==> config.mk <==
export PLATFORM = sky130hd
export DESIGN_NAME = result_uart_tx
export DESIGN_NICKNAME = d
export VERILOG_FILES = /design/src/rtl/result_uart_tx.sv
export SDC_FILE = /design/constraint.sdc
export NUM_CORES = 1
export LEC_CHECK = 0
export CAP_MARGIN = 20
export CORE_MARGIN = 5
export CORE_UTILIZATION = 51
export CTS_CLUSTER_DIAMETER = 60
export DETAILED_ROUTE_END_ITERATION = 10
export GPL_ROUTABILITY_DRIVEN = 1
export MAX_ROUTING_LAYER = met4
export PLACE_DENSITY = 0.76
export RECOVER_POWER = 25
export SLEW_MARGIN = 10
export SYNTH_ARGS = -nofsm -noshare
export SYNTH_HDL_FRONTEND = slang
export SYNTH_SLANG_ARGS = --single-unit
export TNS_END_PERCENT = 5
==> constraint.sdc <==
create_clock -name clk -period 1.75 [get_ports clk]
set_clock_uncertainty 0.1 [all_clocks]
set_input_delay 0.2625 -clock clk [delete_from_list [all_inputs] [get_ports clk]]
set_output_delay 0.2625 -clock clk [all_outputs]
set_load 0.02 [all_outputs]
==> src/rtl/result_uart_tx.sv <==
// result_uart_tx: sends the classifier's class index as one ASCII digit over
// a UART TX line (8N1, LSB first), optionally followed by CR LF. It pulses
// tx_done once after the last stop bit and then waits for rd to drop before
// it will accept another result.
//
// Ports:
//   clk      system clock
//   rst_n    synchronous active-low reset
//   rd       classifier result-ready level, held high until tx_done
//   din      classifier result {4'h0, class_index[3:0]}
//   tx       UART serial line, idle high
//   tx_done  one-cycle pulse once the whole message has been sent
//   busy     high from capture through the tx_done cycle
module result_uart_tx #(
   parameter int unsigned CLK_DIV      = 434,  // clocks per UART bit, 2..65535
   parameter int unsigned SEND_NEWLINE = 1     // 1: digit, CR, LF; 0: digit only
) (
   input  logic       clk,
   input  logic       rst_n,
   input  logic       rd,
   input  logic [7:0] din,
   output logic       tx,
   output logic       tx_done,
   output logic       busy
);

   localparam int unsigned      CNT_W     = 16;
   localparam logic [CNT_W-1:0] BIT_LAST  = CNT_W'(CLK_DIV - 1);
   localparam logic [1:0]       LAST_BYTE = (SEND_NEWLINE != 0) ? 2'd2 : 2'd0;

   typedef enum logic [2:0] {
      S_IDLE,
      S_START,
      S_DATA,
      S_STOP,
      S_DONE,
      S_REARM
   } state_e;

   state_e           state_q, state_d;
   logic [CNT_W-1:0] cnt_q, cnt_d;
   logic [2:0]       bit_idx_q, bit_idx_d;
   logic [1:0]       byte_idx_q, byte_idx_d;
   logic [7:0]       shift_q, shift_d;
   logic             tx_q, tx_d;
   logic             tx_done_q, tx_done_d;
   logic             busy_q, busy_d;

   logic [7:0]       ascii_c;
   logic             bit_end_c;
   logic             din_unused_c;

   // Class index to ASCII digit; anything above 9 becomes '?'.
   assign ascii_c      = (din[3:0] <= 4'd9) ? (8'h30 + 8'(din[3:0])) : 8'h3F;
   assign din_unused_c = ^din[7:4];
   assign bit_end_c    = (cnt_q == '0);

   // Next-state logic. tx and tx_done are decoded from the current state and
   // registered, so the line lags the state by one cycle; this gives the
   // one-cycle gap between capture and the start bit.
   always_comb begin
      state_d    = state_q;
      cnt_d      = cnt_q;
      bit_idx_d  = bit_idx_q;
      byte_idx_d = byte_idx_q;
      shift_d    = shift_q;
      tx_d       = 1'b1;
      tx_done_d  = 1'b0;
      busy_d     = busy_q;

      // busy covers the tx_done cycle and drops right after it.
      if (tx_done_q) begin
         busy_d = 1'b0;
      end

      case (state_q)
         S_IDLE: begin
            if (rd) begin
               shift_d    = ascii_c;
               byte_idx_d = 2'd0;
               bit_idx_d  = 3'd0;
               cnt_d      = BIT_LAST;
               busy_d     = 1'b1;
               state_d    = S_START;
            end
         end

         S_START: begin
            tx_d = 1'b0;
            if (bit_end_c) begin
               cnt_d     = BIT_LAST;
               bit_idx_d = 3'd0;
               state_d   = S_DATA;
            end else begin
               cnt_d = cnt_q - CNT_W'(1);
            end
         end

         S_DATA: begin
            tx_d = shift_q[0];
            if (bit_end_c) begin
               cnt_d   = BIT_LAST;
               shift_d = {1'b0, shift_q[7:1]};
               if (bit_idx_q == 3'd7) begin
                  state_d = S_STOP;
               end else begin
                  bit_idx_d = bit_idx_q + 3'd1;
               end
            end else begin
               cnt_d = cnt_q - CNT_W'(1);
            end
         end

         S_STOP: begin
            tx_d = 1'b1;
            if (bit_end_c) begin
               cnt_d = BIT_LAST;
               // Chain the next byte straight into its start bit.
               if (byte_idx_q != LAST_BYTE) begin
                  byte_idx_d = byte_idx_q + 2'd1;
                  shift_d    = (byte_idx_q == 2'd0) ? 8'h0D : 8'h0A;
                  state_d    = S_START;
               end else begin
                  state_d = S_DONE;
               end
            end else begin
               cnt_d = cnt_q - CNT_W'(1);
            end
         end

         S_DONE: begin
            tx_done_d = 1'b1;
            state_d   = S_REARM;
         end

         S_REARM: begin
            // A level that stays high must not start a second message.
            if (!rd) begin
               state_d = S_IDLE;
            end
         end

         default: begin
            state_d = S_IDLE;
         end
      endcase
   end

   // State and output registers.
   always_ff @(posedge clk) begin
      if (!rst_n) begin
         state_q    <= S_IDLE;
         cnt_q      <= '0;
         bit_idx_q  <= '0;
         byte_idx_q <= '0;
         shift_q    <= '0;
         tx_q       <= 1'b1;
         tx_done_q  <= 1'b0;
         busy_q     <= 1'b0;
      end else begin
         state_q    <= state_d;
         cnt_q      <= cnt_d;
         bit_idx_q  <= bit_idx_d;
         byte_idx_q <= byte_idx_d;
         shift_q    <= shift_d;
         tx_q       <= tx_d;
         tx_done_q  <= tx_done_d;
         busy_q     <= busy_d;
      end
   end

   assign tx      = tx_q;
   assign tx_done = tx_done_q;
   assign busy    = busy_q;

endmodule

* Word level (Yosys, flattened, before mapping)
Cells that the tools add are included.
** Word-level totals
- Memories kept :: 0
- Memory bits (writable) :: 0
- Memory bits (read-only) :: 0
- Bits in latches :: 0
- Register bits after elaboration :: 35
- Logic and storage cells :: 73
- Output and inout bits :: 3
- Input port bits :: 11
** Cells by class
- Bitwise gates (word level) :: 0
- $mul :: 0
- Mux-type cells :: 32
- Div/mod/pow operators :: 0
- Reduce and logical (&&, ||, !) cells :: 13
- Add/subtract/negate cells :: 4
- Shift operators :: 0
- $lt $le $gt $ge :: 1
- Equality and inequality tests :: 15
** Operator list (number)
- two-way mux 3 bit :: 12
- two-way mux 16 bit :: 2
- two-way mux 8 bit :: 4
- one-hot mux 16 bit (2 select lines) :: 1
- one-hot mux 8 bit (3 select lines) :: 1
- inequality test 2 bit (second input constant) :: 9
- one-hot mux 3 bit (6 select lines) :: 1
- zero test 16 bit :: 1
- subtractor 16 x 1 -> 16 bit (second input constant) :: 1
- AND reduction 5 bit :: 2
- equality test 3 bit (second input constant) :: 3
- one-hot mux 3 bit (3 select lines) :: 1
- adder 6 x 4 -> 7 bit (first input constant) :: 1
- two-way mux 7 bit :: 1
- equality test 3 x 2 -> 1 bit (second input constant) :: 2
- two-way mux 2 bit :: 3
- AND reduction 6 bit :: 1
- nonzero test 3 bit :: 2
- less-or-equal comparator 4 bit (second input constant) :: 1
- two-way mux 1 bit :: 4
- one-hot mux 2 bit (2 select lines) :: 1
- AND reduction 4 bit :: 1
- nonzero test 2 bit :: 2
- adder 3 x 1 -> 3 bit (second input constant) :: 1
- other kinds (7) :: 7

* Logic depth before layout (Yosys ltp)
- Word-level depth :: 5
- Mapped depth :: 8

* Worst setup path before layout
OpenSTA, ideal clock, no wires.
- Kind :: register to register
- Start point :: reg cnt_q[0]
- End point :: reg cnt_q[4]
- Slack :: -180 ps
- Arrival :: 1694 ps
- Period minus slack after synthesis :: 1930 ps
- Stages on the path, launching flop included :: 8
- Path buffers :: 0
- Cell sequence :: dfxtp_1 > inv_1 > ha_1 > nor4b_2 > and4_1 > or4_1 > a21oi_1 > a311oi_1
** On the way
- Cells in the longest elaborated chain, start to end :: 3
- Elaborated cells between the ends (all ways) :: 4
- Those cells by class :: add/sub: 1; mux: 2; reduce/logical: 1
** RTL lines
- start, declared :: RTL line 41 : logic [CNT_W-1:0] cnt_q, cnt_d;
- start signal, assigned :: RTL line 162 : cnt_q <= cnt_d;
- subtractor 16 x 1 -> 16 bit / zero test 16 bit (equally long branches)
- two-way mux 16 bit * :: RTL line 90, 101, 116
- one-hot mux 16 bit (2 select lines) * :: RTL line 76 : case (state_q)
Mark *: on every way between the ends. The rest lies on a longest branch, timed or not.
A chain may end at the register's enable or synchronous reset.

* Worst setup path after layout
- Start point :: reg cnt_q[0]
- End point :: reg shift_q[4]
** On the way
- Cells in the longest elaborated chain, start to end :: 3
- Elaborated cells between the ends (all ways) :: 4
- Those cells by class :: eq/ne: 2; reduce/logical: 2
** RTL lines
- zero test 16 bit * :: RTL line 56 : assign bit_end_c = (cnt_q == '0);
- inequality test 2 bit (no line)
- AND reduction 5 bit (no line) *
- end signal, assigned :: RTL line 165 : shift_q <= shift_d;
- end, declared :: RTL line 44 : logic [7:0] shift_q, shift_d;
Marked as above.

==> impl_metrics.yaml <==
cts:
  cts_root_buf: "clkbuf_4"
  cts_made_buffers: 5
  clkTransAtPathRegs_ns: 0.10
  postCtsHoldBufs: 0
  cts_buffer_depth: 2
  post_cts_buffers: 0
  clk_latency_ns: 0.33
  htree_levels: 2
  tritoncts: "yes"
  numClockSinks: 33
power_and_ir_drop:
  p_leak_nw: 0.939
  power.density_nw_per_um2: 1090
  ir_worst_vdd_uv: 652
logic_synthesis:
  ys_seq_elements: 33
  synth_top_area_frac: 0.376
  netlist_area_um2: 1760
  syn-num-nets: 222
  synthDistinctLibCells: 48
  syn_inst: 206
  synth_edf_count: 0
  yosys_warnings: 0
  synthFlopType: "dfxtp_1"
  synth.largest_area_cell: "dfxtp_1"
  synth_area_leaders: "dfxtp_1, nor2_1, ha_1, nand2b_1, a21oi_1"
  ys_seq_area_frac: 0.376
  syn_area_per_cell_um2: 8.53
  async_flop_share: 0
timing:
  hold_viol: 0
  rsz0062_at_grt: "yes"
  max_slew_margin: 0.693
  fmax_mhz: 505
  setup_ws_ns: -0.231
  finalSetupViolations: 27
  fin_crit_ns: 1.98
  timing.hold.ws_ns: 0.373
  worst-slew-pin-transition_ns: 0.457
  drv_slew: 0
  finalCritPeriodShare: 1.13
floorplan:
  floorplan.initialDensity: 0.526
  die_height_um: 68.7
  placementRows: 21
  core_area_um2: 3340
  pin_count: 14
  die_w_um: 68.7
  dieArea_um2: 4720
global_routing:
  antenna_found_initial: 0
  grt_pass1_wl_um: 7610
  grt_max_degree: 18
  grt_pass1_vias: 1779
  overflow: 0
  grtUsageTotal: 0.224
place:
  numPortBuffers: 9
  hpwlAfterDp_um: 3300
  place_inst: 291
  gp_congestion: 0.930
  place_ws_ns: -0.424
finish:
  fin_nets: 268
  drive_above_1_share: 0.265
  diodes: 0
  fin_cells: 299
  postLayoutCoreUtil: 0.698
  areaGrowthSynthToFinish_pct: 32.6
critical_path:
  arrival_ns: 2.12
  required_ns: 1.89
  worst-path-stages: 8
  cpMaxStageDelayCell: "dfxtp_2"
  rr_endpoint: "shift_q[4]"
  r2r-start: "cnt_q[0]"
  crit_buf_inv: 2
  r2r_cells: 8
  endpoint: "shift_q[4]"
  critPathTopFamily: "compound AO/OA/AOI/OAI gates"
  r2r_slack_ns: -0.23
  endpoint_kind: "flip-flop"
  crit_path_cell_trace: "inv_2 > ha_4 > nor4b_4 > nand4_2 > a221oi_4 > buf_12 > nor2_1 > a311oi_2"
  critPathLaunch: "cnt_q[0]"
  worstSetupStartpointType: "flip-flop"
  critical_path_class: "reg -> reg"
  slowest_delay_ns: 0.36
  worstPathMaxFanout: 9
route:
  ant_nets: 0
  vias: 1735
  drtIter0Drc: 75
  wl_um: 4380
  wire_per_inst_um: 14.7
  routed_via_density: 5.80
  drc_errors: 0
  dr.pass1.iters: 4
min_path:
  hp-class: "reg -> reg"
flow_run:
  cap_violations: 0
status:
  violations: "negative setup slack"
  status: "complete, but fails checks"
[synth_stat cells (2+ instances only)]
| cell | n |
|---|---|
| a31oi_1 | 2 |
| buf_2 | 2 |
| a21boi_0 | 2 |
| nand2_1 | 15 |
| a21oi_1 | 12 |
| nand3_1 | 5 |
| nand2b_1 | 10 |
| or4_1 | 3 |
| o21a_1 | 2 |
| nor4b_2 | 2 |
| inv_1 | 9 |
| o221ai_1 | 2 |
| nor4_4 | 2 |
| nor2b_1 | 3 |
| o211a_1 | 3 |
| o22ai_1 | 3 |
| ha_1 | 5 |
| clkbuf_1 | 7 |
| dfxtp_1 | 33 |
| nor4_1 | 3 |
| nor3_1 | 10 |
| nor2_1 | 23 |
| a311oi_1 | 5 |
| nor3b_1 | 2 |
| o21ai_0 | 12 |
| or3_1 | 2 |
| mux2i_1 | 3 |
| xor2_1 | 4 |
[final cells by class]
| type | count | area [um^2] |
|---|---|---|
| Fill cell | 272 | 1010 |
| Clock buffer | 7 | 55.1 |
| Multi-Input combinational cell | 155 | 1090 |
| Tap cell | 46 | 57.6 |
| Sequential cell | 33 | 664 |
| Inverter | 9 | 33.8 |
| Clock inverter | 1 | 30.0 |
| Timing Repair Buffer | 48 | 399 |
[cells by family after synthesis]
family / share of synthesized area
fa+ha+maj: 0.0356
buf+inv: 0.0399
xor+xnor: 0.0249
flops: 0.376
simple gates: 0.289
mux: 0.0171
compound gates: 0.217
[per-stage QoR]
step / TNS (ns) / area, um^2 / total power, mW
finish: -3.60 / 2330 / 2.54
global route: -7.10 / 2330 / 2.70
global placement: -5.66 / 2200 / 1.85
floorplan: -0.412 / 1780 / 1.50
detailed placement: -6.89 / 2200 / 1.90
CTS: -3.27 / 2310 / 2.52
[flip-flops by register name, summed over array words and instances (netlist names)]
register / count
tx_done: 1
byte_idx_q: 2
cnt_q: 16
tx: 1
shift_q: 6
busy: 1
state_q: 3
bit_idx_q: 3
[metal layers]
metal / vias up / wire (um) / GRT usage
li1: 852 / - / -
met1: 820 / 1900 / 0.246
met2: 51 / 2220 / 0.379
met3: 12 / 185 / 0.0583
met4: 0 / 81 / 0.0998
met5: - / 0 / -
[timing repair]
action                                  in CTS  in global routing
gates resized for setup                      8                  3
endpoints found under the setup margin      29                 30
pin swaps                                    1                  3
[worst min path at each step]
stage / from / endpoint / slack (ns) / cells past startpoint
2_1_floorplan: bit_idx_q[0] / bit_idx_q[0] / 0.33 / 1
5_1_grt: shift_q[2] / shift_q[2] / 0.40 / 2
6_report: bit_idx_q[0] / bit_idx_q[0] / 0.37 / 1
3_5_place_dp: bit_idx_q[0] / bit_idx_q[0] / 0.35 / 1
4_1_cts: bit_idx_q[0] / bit_idx_q[0] / 0.38 / 1
3_3_place_gp: bit_idx_q[0] / bit_idx_q[0] / 0.34 / 1
[report_power, final]
part | internal [mW] | switching, mW | total [mW] | leakage (nW)
Clock | 0.341 | 0.250 | 0.591 | 0.0455
Sequential | 0.843 | 0.0858 | 0.928 | 0.271
Combinational | 0.504 | 0.514 | 1.02 | 0.622
[placed cells by master (no fill, tap or decap), types with 4 or more instances in the layout]
cell type,instances
buf_4,37
dfxtp_1,30
nor2_1,22
nand2_1,15
o21ai_0,12
a21oi_1,12
nand2b_1,10
nor3_1,10
clkdlybuf4s50_1,9
inv_1,7
nand3_1,5
clkbuf_4,5
a311oi_1,4
xor2_1,4
ha_1,4
No activity file was read; power rests on OpenSTA's default activity.
